[src/rtl/fetch_ctrl_if.sv]
// Fetch-control bus: ID redirect/hazard inputs, PC/IMEM control outputs.
// The irq/eret/epc members exist only when FETCH_CTRL_IRQ_EN is defined.
interface fetch_ctrl_if;
   logic [1:0]  id_pcsrc;
   logic [31:0] id_target;
   logic        load_use_stall;
   logic        imem_ready;
   logic [31:0] if_pc;
   logic        pc_stall;
   logic [1:0]  pc_src;
   logic [31:0] redirect_addr;
   logic        flush_if_id;
   logic        imem_req;
   logic        imem_timeout;
   logic [1:0]  dbg_state;
`ifdef FETCH_CTRL_IRQ_EN
   logic        irq;
   logic        eret;
   logic [31:0] epc;

   modport master (
      input  id_pcsrc, id_target, load_use_stall, imem_ready, if_pc, irq, eret,
      output pc_stall, pc_src, redirect_addr, flush_if_id, imem_req, imem_timeout,
             dbg_state, epc
   );
   modport slave (
      output id_pcsrc, id_target, load_use_stall, imem_ready, if_pc, irq, eret,
      input  pc_stall, pc_src, redirect_addr, flush_if_id, imem_req, imem_timeout,
             dbg_state, epc
   );
`else
   modport master (
      input  id_pcsrc, id_target, load_use_stall, imem_ready, if_pc,
      output pc_stall, pc_src, redirect_addr, flush_if_id, imem_req, imem_timeout,
             dbg_state
   );
   modport slave (
      output id_pcsrc, id_target, load_use_stall, imem_ready, if_pc,
      input  pc_stall, pc_src, redirect_addr, flush_if_id, imem_req, imem_timeout,
             dbg_state
   );
`endif
endinterface

[src/rtl/fetch_ctrl.sv]
// Fetch controller: PC stall/redirect steering, IMEM request and sticky timeout.
// Optional interrupt entry (vector, mask, epc) enabled by macro FETCH_CTRL_IRQ_EN.
module fetch_ctrl #(
   parameter logic [31:0] IRQ_VECTOR = 32'h8000_0004,
   parameter int          TIMEOUT    = 255
) (
   input  logic         clk,
   input  logic         reset,
   fetch_ctrl_if.master bus
);

   typedef enum logic [1:0] {
      S_IDLE  = 2'd0,
      S_FETCH = 2'd1,
      S_HOLD  = 2'd2
   } state_t;

   localparam logic [7:0] TMAX = 8'(TIMEOUT);

   state_t      r_state;
   logic [1:0]  r_pend_src;
   logic [31:0] r_pend_tgt;
   logic [7:0]  r_cnt;
   logic        r_timeout;

   logic        w_stall;
   logic [1:0]  w_src;
   logic [31:0] w_addr;
   logic        w_flush;
   logic        w_req;
   logic        w_latch;
   logic        w_irq_take;
   logic        w_cnt_inc;

`ifdef FETCH_CTRL_IRQ_EN
   logic        r_mask;
   logic [31:0] r_epc;

   assign w_irq_take = (r_state == S_FETCH) && bus.irq && bus.imem_ready &&
                       !bus.load_use_stall && !r_mask;
`else
   assign w_irq_take = 1'b0;
`endif

   // Steering is combinational so a redirect and its flush land in the same cycle.
   always_comb begin
      w_stall = 1'b1;
      w_src   = 2'b00;
      w_addr  = 32'h0;
      w_flush = 1'b0;
      w_req   = 1'b0;
      w_latch = 1'b0;
      case (r_state)
         S_FETCH: begin
            w_req = 1'b1;
            if (w_irq_take) begin
               w_stall = 1'b0;
               w_src   = 2'b11;
               w_addr  = IRQ_VECTOR;
               w_flush = 1'b1;
            end else if (bus.load_use_stall) begin
               w_stall = 1'b1;
            end else if (!bus.imem_ready) begin
               w_stall = 1'b1;
               if (bus.id_pcsrc != 2'b00) begin
                  w_flush = 1'b1;
                  w_latch = 1'b1;
               end
            end else if (bus.id_pcsrc != 2'b00) begin
               w_stall = 1'b0;
               w_src   = bus.id_pcsrc;
               w_addr  = bus.id_target;
               w_flush = 1'b1;
            end else begin
               w_stall = 1'b0;
            end
         end
         S_HOLD: begin
            w_req = 1'b1;
            if (bus.imem_ready) begin
               w_stall = 1'b0;
               w_src   = r_pend_src;
               w_addr  = r_pend_tgt;
               w_flush = 1'b1;
            end
         end
         default: begin
            w_stall = 1'b1;
         end
      endcase
   end

   always_ff @(posedge clk or negedge reset) begin
      if (!reset) begin
         r_state    <= S_IDLE;
         r_pend_src <= 2'b00;
         r_pend_tgt <= 32'h0;
      end else begin
         case (r_state)
            S_IDLE: r_state <= S_FETCH;
            S_FETCH: begin
               if (w_latch) begin
                  r_pend_src <= bus.id_pcsrc;
                  r_pend_tgt <= bus.id_target;
                  r_state    <= S_HOLD;
               end
            end
            S_HOLD: begin
               if (bus.imem_ready) begin
                  r_pend_src <= 2'b00;
                  r_pend_tgt <= 32'h0;
                  r_state    <= S_FETCH;
               end
            end
            default: r_state <= S_IDLE;
         endcase
      end
   end

   // Wait-cycle counter; the flag rises on the edge the count reaches TMAX.
   assign w_cnt_inc = w_req && !bus.imem_ready;

   always_ff @(posedge clk or negedge reset) begin
      if (!reset) begin
         r_cnt     <= 8'h0;
         r_timeout <= 1'b0;
      end else begin
         if (bus.imem_ready) begin
            r_cnt <= 8'h0;
         end else if (w_cnt_inc && (r_cnt != TMAX)) begin
            r_cnt <= r_cnt + 8'h1;
            if ((r_cnt + 8'h1) == TMAX) r_timeout <= 1'b1;
         end
      end
   end

`ifdef FETCH_CTRL_IRQ_EN
   // Return address is the redirect target when ID is redirecting, else the current PC.
   always_ff @(posedge clk or negedge reset) begin
      if (!reset) begin
         r_mask <= 1'b0;
         r_epc  <= 32'h0;
      end else if (w_irq_take) begin
         r_mask <= 1'b1;
         r_epc  <= (bus.id_pcsrc != 2'b00) ? bus.id_target : bus.if_pc;
      end else if (bus.eret) begin
         r_mask <= 1'b0;
      end
   end

   assign bus.epc = r_epc;
`endif

   assign bus.pc_stall      = w_stall;
   assign bus.pc_src        = w_src;
   assign bus.redirect_addr = (w_src == 2'b00) ? 32'h0 : w_addr;
   assign bus.flush_if_id   = w_flush;
   assign bus.imem_req      = w_req;
   assign bus.imem_timeout  = r_timeout;
   assign bus.dbg_state     = r_state;

endmodule

[src/flat_wrapper.sv]
// flat-port wrapper written by rule: the top's interface ports become plain ports
module fetch_ctrl_flat 
#(
   parameter logic [31:0] IRQ_VECTOR = 32'h8000_0004,
   parameter int          TIMEOUT    = 255
)
  (clk, reset, bus_id_pcsrc, bus_id_target, bus_load_use_stall, bus_imem_ready, bus_if_pc, bus_pc_stall, bus_pc_src, bus_redirect_addr, bus_flush_if_id, bus_imem_req, bus_imem_timeout, bus_dbg_state);
  fetch_ctrl_if bus_i ();
  input  logic clk;
  input  logic reset;
  input wire logic [$bits(bus_i.id_pcsrc)-1:0] bus_id_pcsrc;
  input wire logic [$bits(bus_i.id_target)-1:0] bus_id_target;
  input wire logic [$bits(bus_i.load_use_stall)-1:0] bus_load_use_stall;
  input wire logic [$bits(bus_i.imem_ready)-1:0] bus_imem_ready;
  input wire logic [$bits(bus_i.if_pc)-1:0] bus_if_pc;
  output wire logic [$bits(bus_i.pc_stall)-1:0] bus_pc_stall;
  output wire logic [$bits(bus_i.pc_src)-1:0] bus_pc_src;
  output wire logic [$bits(bus_i.redirect_addr)-1:0] bus_redirect_addr;
  output wire logic [$bits(bus_i.flush_if_id)-1:0] bus_flush_if_id;
  output wire logic [$bits(bus_i.imem_req)-1:0] bus_imem_req;
  output wire logic [$bits(bus_i.imem_timeout)-1:0] bus_imem_timeout;
  output wire logic [$bits(bus_i.dbg_state)-1:0] bus_dbg_state;
  assign bus_i.id_pcsrc = bus_id_pcsrc;
  assign bus_i.id_target = bus_id_target;
  assign bus_i.load_use_stall = bus_load_use_stall;
  assign bus_i.imem_ready = bus_imem_ready;
  assign bus_i.if_pc = bus_if_pc;
  assign bus_pc_stall = bus_i.pc_stall;
  assign bus_pc_src = bus_i.pc_src;
  assign bus_redirect_addr = bus_i.redirect_addr;
  assign bus_flush_if_id = bus_i.flush_if_id;
  assign bus_imem_req = bus_i.imem_req;
  assign bus_imem_timeout = bus_i.imem_timeout;
  assign bus_dbg_state = bus_i.dbg_state;
  fetch_ctrl #(.IRQ_VECTOR(IRQ_VECTOR), .TIMEOUT(TIMEOUT)) u_core (.clk(clk), .reset(reset), .bus(bus_i));
endmodule
[config.mk]
export PLATFORM = sky130hd
export DESIGN_NAME = fetch_ctrl_flat
export DESIGN_NICKNAME = d
export VERILOG_FILES = /design/src/rtl/fetch_ctrl_if.sv /design/src/rtl/fetch_ctrl.sv /design/src/flat_wrapper.sv
export SDC_FILE = /design/constraint.sdc
export NUM_CORES = 1
export LEC_CHECK = 0
export CORE_ASPECT_RATIO = 1.75
export CORE_UTILIZATION = 35
export DETAILED_ROUTE_END_ITERATION = 16
export MAX_ROUTING_LAYER = met4
export PLACE_DENSITY = 0.67
export SYNTH_ARGS = -nofsm -noshare
export SYNTH_HDL_FRONTEND = slang
export SYNTH_SLANG_ARGS = --single-unit
[constraint.sdc]
create_clock -name clk -period 5 [get_ports clk]
set_input_delay 0.5 -clock clk [delete_from_list [all_inputs] [get_ports clk]]
set_output_delay 0.5 -clock clk [all_outputs]
set_load 0.01 [all_outputs]
==> summary.md, run 1 <==
| Metric | Value |
|---|---|
| Slew Limit Fails | `0` |
| Core area | `about 7500 um2` |
| Initial antenna violation count | `0` |
| Detail Placement HPWL | `between 4000 and 5000 um` |
| Max-cap viol count | `0` |
| Ys flop type | `dfrtp_1` |
| Crit Path Class | `in -> out` |
| Final instance area | `around 3600 um2` |
| Final ANT Viol Nets | `0` |
| Starting Density | `36.2%` |
| Async S/R FF share, synth | `100%` |
| Crit path capture type | `output pin` |
| Clk_lat worst skew | `0.28 ns` |
| Utilization after layout | `48.5%` |
| Dpl cell area | `about 3500 um2` |
| Crit path DAT | `3.17 ns` |
| Routed wire length per instance | `17.2 um` |
| Gr ovfl total | `0` |
| Most frequent cells after synthesis | `dfrtp_1, nor2_1, a21o_1, and4_1, a22oi_1` |
| Tot Pwr | `1.76 mW` |
| Boundary pin count | `between 100 and 150` |
| Most common cell in the synthesized netlist | `dfrtp_1` |
| Static Leakage | `between 1.5 and 2 nW` |
| Layout area overhead | `34.2%` |
| Die X | `~69 um` |
| Measured slew at the worst slew-check pin | `about 1 ns` |
| Yosys top cell by area | `dfrtp_1` |
| Cts repair resizes | `0` |
| Hold_buf cts | `0` |
| Tcrit/Tclk final | `73.3%` |
| Post-Synthesis Cells | `around 290` |
| PortBufs | `77` |
| Via count | `2509` |
| # clock sinks | `between 40 and 50` |
| R2r worst-path depth | `6` |
| Mapped Area | `2720 um2` |
| DRC violations left | `0` |
| Synth top area share | `approximately two fifths` |
| Min-Delay Path Class | `in -> async` |
| First DRT Iteration DRCs | `160` |
| WL final | `approximately 7500 um` |
| TritonCTS buffer count | `5` |
| Die span in y | `between 100 and 150 um` |
| TritonCTS clock tree | `yes` |
| Clock slew at reported path FFs | `about 0.06 ns` |
| Max_slew headroom | `between 30% and 40%` |
| Synth Warn # | `0` |
| Final Wtd Congestion | `between 0.8 and 0.9` |
| Pwr Density | `just under 500 nW/um2` |
| WP data required | `approximately 4.5 ns` |
| GRT Total Usage | `20.8%` |
| Distinct cells, synth | `42` |
| Origin of the critical flop-to-flop path | `u_core.bus.dbg_state[1]` |
| Pre-Repair DR Iteration Count | `5` |
| Number of synthesized flops with an enable pin | `0` |
| RSZ-0062 raised after global routing | `no` |
| CP max FO | `32` |
| Root Driver | `clkbuf_16` |
| FF-to-FF setup slack | `between 2 and 3 ns` |
| Tmin final | `roughly 3.7 ns` |
| Die footprint | `8140 um2` |
| Vias/cell | `5.74` |
| # rows | `42` |
| Synthesized flop and latch total | `45` |
| Largest net degree at the start of global routing | `50` |
| Antenna Cells | `0` |
| Fraction of layout cells with a size suffix above 1 | `~4.6%` |
| F_max | `between 200 and 300 MHz` |
| Number of global-route vias before repair | `around 2500` |
| Syn Area/Cell | `around 9.5 um2` |
| Syn nets | `about 360` |
| H-Tree Depth | `2` |
| Startpoint types | `input port` |
| Worst reg2reg endpoint | `u_core.r_cnt[5]` |
| Clk_skew | `around 0.0032 ns` |
| Sequential-to-total area share from yosys stat | `41.4%` |
| Final Net Count | `roughly 420` |
| Deepest clock path buffer count | `2` |
| Post-CTS Setup Inserts | `0` |
| Hold slack | `slightly below 0.4 ns` |
| Final setup TNS | `0 ns` |
| Worst VDD drop | `0.430 mV` |
| First-pass GRT wire length | `about 12000 um` |
| Final hold viol count | `0` |
| Run status | `completed` |
| Top cells by area, synth | `dfrtp_1, and4_1, a21o_1` |
| Final setup vio count | `0` |
sequential cells by signal, summed over array words and instances, names as in the netlist:
signal,cells
u_core.r_pend_tgt,32
u_core.r_cnt,8
u_core.bus.dbg_state,2
u_core.r_pend_src,2
u_core.bus.imem_timeout,1
per-layer routing:
layer / vias up / GRT usage [%] / wire [um]
li1: 1185 / - / -
met1: 1253 / 24.0 / 3080
met2: 61 / 34.9 / 4030
met3: 10 / 3.57 / 251
met4: 0 / 7.29 / 143
met5: - / - / 0
critical path: stages:
cell	delay [ns]
clkdlybuf4s50_1	0.88
and4bb_2	0.85
a22oi_1	0.19
nor2_1	0.17
clkdlybuf4s50_1	0.56
per-stage QoR:
step	setup WS [ns]	std cells
after detailed placement	1.32	429
after global placement	1.33	429
after floorplan	2.88	286
after CTS	1.31	437
after global routing	1.18	437
final	1.33	437
cells in the final DEF (no fill, tap or decap), types with 4 or more instances in the layout:
cell             count
clkdlybuf4s50_1     76
dfrtp_1             45
nor2_1              38
a21o_1              35
and4_1              34
a22oi_1             32
inv_1                9
nand2_1              7
ha_1                 6
a21oi_1              5
clkbuf_16            5
xnor2_1              4
buf_4                4
kinds of logic (layout without fill, tap and decap cells):
group,Yosys count,in the layout,share of synthesized area (%)
adder cells (fa/ha/maj),6,6,2.76
AO/OA/AOI/OAI,90,90,24.8
AND/OR/NAND/NOR,104,104,23.5
multiplexers,1,1,0.368
XOR/XNOR,5,5,1.61
flip-flops,45,45,41.4
buffers and inverters,35,98,5.52
layout make-up:
cell class,count,area (um2)
Multi-Input combinational cell,206,1450
Timing Repair Buffer,81,796
Tap cell,88,110
Sequential cell,45,1130
Inverter,9,33.8
Clock buffer,8,136
Fill cell,739,3870
report_power, final:
part	internal, mW	total [mW]	switching (mW)
Combinational	0.372	0.842	0.470
Clock	0.186	0.310	0.124
Sequential	0.520	0.611	0.0912
worst max path at each step:
stage          slack (ns)               startpoint  cells past startpoint                    end
2_1_floorplan        2.88  u_core.bus.dbg_state[1]                      7  bus_redirect_addr[22]
3_3_place_gp         1.33           bus_imem_ready                      5  bus_redirect_addr[30]
3_5_place_dp         1.32           bus_imem_ready                      5  bus_redirect_addr[26]
4_1_cts              1.31           bus_imem_ready                      5  bus_redirect_addr[26]
5_1_grt              1.18           bus_imem_ready                      5  bus_redirect_addr[21]
6_report             1.33           bus_imem_ready                      5  bus_redirect_addr[13]
Note: power is estimated with default switching activity, not from simulation.
==> inputs of run 2 (changes only) <==
--- a/config.mk
+++ b/config.mk
@@ -9,7 +9,7 @@
 export CORE_UTILIZATION = 35
 export DETAILED_ROUTE_END_ITERATION = 16
 export MAX_ROUTING_LAYER = met4
-export PLACE_DENSITY = 0.67
+export PLACE_DENSITY = 0.7
 export SYNTH_ARGS = -nofsm -noshare
 export SYNTH_HDL_FRONTEND = slang
 export SYNTH_SLANG_ARGS = --single-unit
==> constraint.sdc (replaced) <==
create_clock -name clk -period 3.1 [get_ports clk]
set_input_delay 0.31 -clock clk [delete_from_list [all_inputs] [get_ports clk]]
set_output_delay 0.31 -clock clk [all_outputs]
set_load 0.01 [all_outputs]
==> run 2 against run 1 <==
Against the previous run:
- non-clock buffer count is 4 higher
- register-to-register slack worse by 1.9 ns
- cell count up 0.92%
- critical path depth is 3 higher
- flip-flop and latch count unchanged
- clock skew about the same
- global-route usage fell by 1.2 points
- sequential share of layout area fell by 0.38 points
- utilization grew 0.60 points
- highest routed layer unchanged
==> summary.md, run 2 (synthesis results as in run 1) <==
| Metric | Value |
|---|---|
| Measured slew at the worst slew-check pin | `1.02 ns (+0.0311 ns)` |
| Antenna Cells | `0 (unchanged)` |
| Number of global-route vias before repair | `2478 (-0.64%)` |
| Max_slew headroom | `32.1% (-2.1 points)` |
| Final hold viol count | `0 (unchanged)` |
| H-Tree Depth | `2 (unchanged)` |
| Tcrit/Tclk final | `a little over nine tenths` |
| Gr ovfl total | `0 (unchanged)` |
| Fillers | `748 (+1.2%)` |
| Static Leakage | `1.59 nW (+1.8%)` |
| Utilization after layout | `49.1% (+0.60 points)` |
| Largest reg by FF count | `u_core.r_pend_tgt` |
| Routed wire length per instance | `16.4 um (-4.5%)` |
| # clock sinks | `45 (unchanged)` |
| First-pass GRT wire length | `11800 um (-4.8%)` |
| Final Wtd Congestion | `0.778 (-3.5%)` |
| WP data required | `2.79 ns (-1.71 ns)` |
| Fraction of layout cells with a size suffix above 1 | `6.23% (+1.6 points)` |
| Final Net Count | `428 (+0.94%)` |
| Die span in y | `119 um (unchanged)` |
| Cts repair resizes | `0 (unchanged)` |
| Final ANT Viol Nets | `0 (unchanged)` |
| Fin cells | `441 (+0.92%)` |
| Final setup vio count | `0 (unchanged)` |
| Core area | `7510 um2 (unchanged)` |
| WL final | `7230 um (-3.7%)` |
| Pre-Repair DR Iteration Count | `5 (unchanged)` |
| Post-CTS Setup Inserts | `0 (unchanged)` |
| Clk_skew | `0.00364 ns (+0.000453 ns)` |
| TritonCTS buffer count | `5 (unchanged)` |
| Worst VDD drop | `0.449 mV (+4.5%)` |
| # rows | `42 (unchanged)` |
| Commonest non-fill, non-tap cells in the layout | `clkdlybuf4s50_1, dfrtp_1, nor2_1` |
| Starting Density | `36.2% (unchanged)` |
| Clk_lat worst skew | `0.28 ns (about the same)` |
| Post-place setup slack | `0.379 ns (-0.937 ns)` |
| Root Driver | `clkbuf_16` |
| DRC violations left | `0 (unchanged)` |
| Deepest clock path buffer count | `2 (unchanged)` |
| GRT Total Usage | `19.6% (-1.2 points)` |
| Pwr Density | `774 nW/um2 (+60%)` |
| Crit Path Class | `reg -> out` |
| Die footprint | `8140 um2 (unchanged)` |
| Slew Limit Fails | `0 (unchanged)` |
| First DRT Iteration DRCs | `199 (+24%)` |
| Tmin final | `approximately 2.9 ns` |
| Layout area overhead | `35.9%` |
| Slack of the critical path | `0.154 ns (-1.18 ns)` |
| Boundary pin count | `110 (unchanged)` |
| Largest net degree at the start of global routing | `49 (-2.0%)` |
| CP max FO | `16 (-50%)` |
| Via count | `2526 (+0.68%)` |
| Max FFs per register | `32 (unchanged)` |
| TritonCTS clock tree | `yes` |
| Die X | `68.6 um (unchanged)` |
| F_max | `between 300 and 400 MHz` |
| Placed cell count | `433 (+0.93%)` |
| Max-cap viol count | `0 (unchanged)` |
| Crit path capture type | `output pin` |
| Final setup TNS | `0 ns (unchanged)` |
| Startpoint types | `flip-flop` |
| Hold_buf cts | `0 (unchanged)` |
| Min-Delay Path Class | `in -> async` |
| Most common cell after layout, fill and taps aside | `clkdlybuf4s50_1` |
| Clock slew at reported path FFs | `0.06 ns (about the same)` |
| PortBufs | `77 (unchanged)` |
| Run status | `completed` |
| Largest regs | `u_core.r_pend_tgt: 32 flops, u_core.r_cnt: 8 flops` |
| Initial antenna violation count | `0 (unchanged)` |
| Detail Placement HPWL | `4810 um (+0.98%)` |
| Vias/cell | `5.73 (-0.24%)` |
| RSZ-0062 raised after global routing | `no` |
| Crit path DAT | `2.64 ns (-0.53 ns)` |
[run 2: changes by cell type in the layout (fill, tap and decap cells not counted)]
cell / previous run / this run
clkbuf_1: 3 / 1
buf_12: 0 / 1
clkinv_2: 0 / 2
buf_4: 4 / 7
[run 2: per-stage QoR]
stage | hold slack [ns] | instance area, um2 | total power [mW]
3_3_place_gp | 0.457 | 3550 | 2.32
3_5_place_dp | 0.462 | 3550 | 2.35
6_report | 0.200 | 3690 | 2.86
2_1_floorplan | 0.0144 | 2720 | 1.95
4_1_cts | 0.243 | 3690 | 2.87
5_1_grt | 0.298 | 3690 | 3.06
[run 2: critical path: stages, from the launching register on]
cell,delay (ns)
dfrtp_1,0.44
inv_1,0.10
ha_1,0.32
nand3b_1,0.11
a21boi_0,0.36
o21ai_2,0.09
buf_4,0.20
nor2_1,0.16
clkdlybuf4s50_1,0.57
[run 2: cell type report]
cell class | count | area (um2) | area share, %
clock buffer | 6 | 129 | 3.49
tap | 88 | 110 | 2.98
clock inverter | 2 | 10.0 | 0.271
inverter | 9 | 33.8 | 0.915
multi-input combinational | 206 | 1450 | 39.1
sequential | 45 | 1130 | 30.5
timing repair buffer | 85 | 838 | 22.7
[run 2: final timing paths]
check	startpoint	end	slack, ns	cells after the start
setup / recovery	u_core.bus.dbg_state[1]	bus_redirect_addr[1]	0.15	8
hold / removal	reset	u_core.r_cnt[5]	0.20	1
hold reg to reg	u_core.bus.imem_timeout	u_core.bus.imem_timeout	0.46	2
setup reg to reg	u_core.bus.dbg_state[1]	u_core.r_cnt[5]	0.89	6
min in group clk	u_core.bus.imem_timeout	u_core.bus.imem_timeout	0.46	2
max in group asynchronous	reset	u_core.r_pend_src[0]	2.26	1
[run 2: report_power, final]
group	switching [mW]	total (mW)	internal, mW
clock	0.217	0.513	0.296
combinational	0.743	1.36	0.616
sequential	0.146	0.985	0.839
total	1.11	2.86	1.75
[run 2: routing by layer]
layer / global-route usage, % / share of wire, % / up-vias
li1: - / - / 1198
met4: 7.29 / 2.2 / 0
met5: - / 0 / -
met2: 32.4 / 52 / 68
met3: 1.74 / 3.0 / 12
met1: 23.8 / 43 / 1248
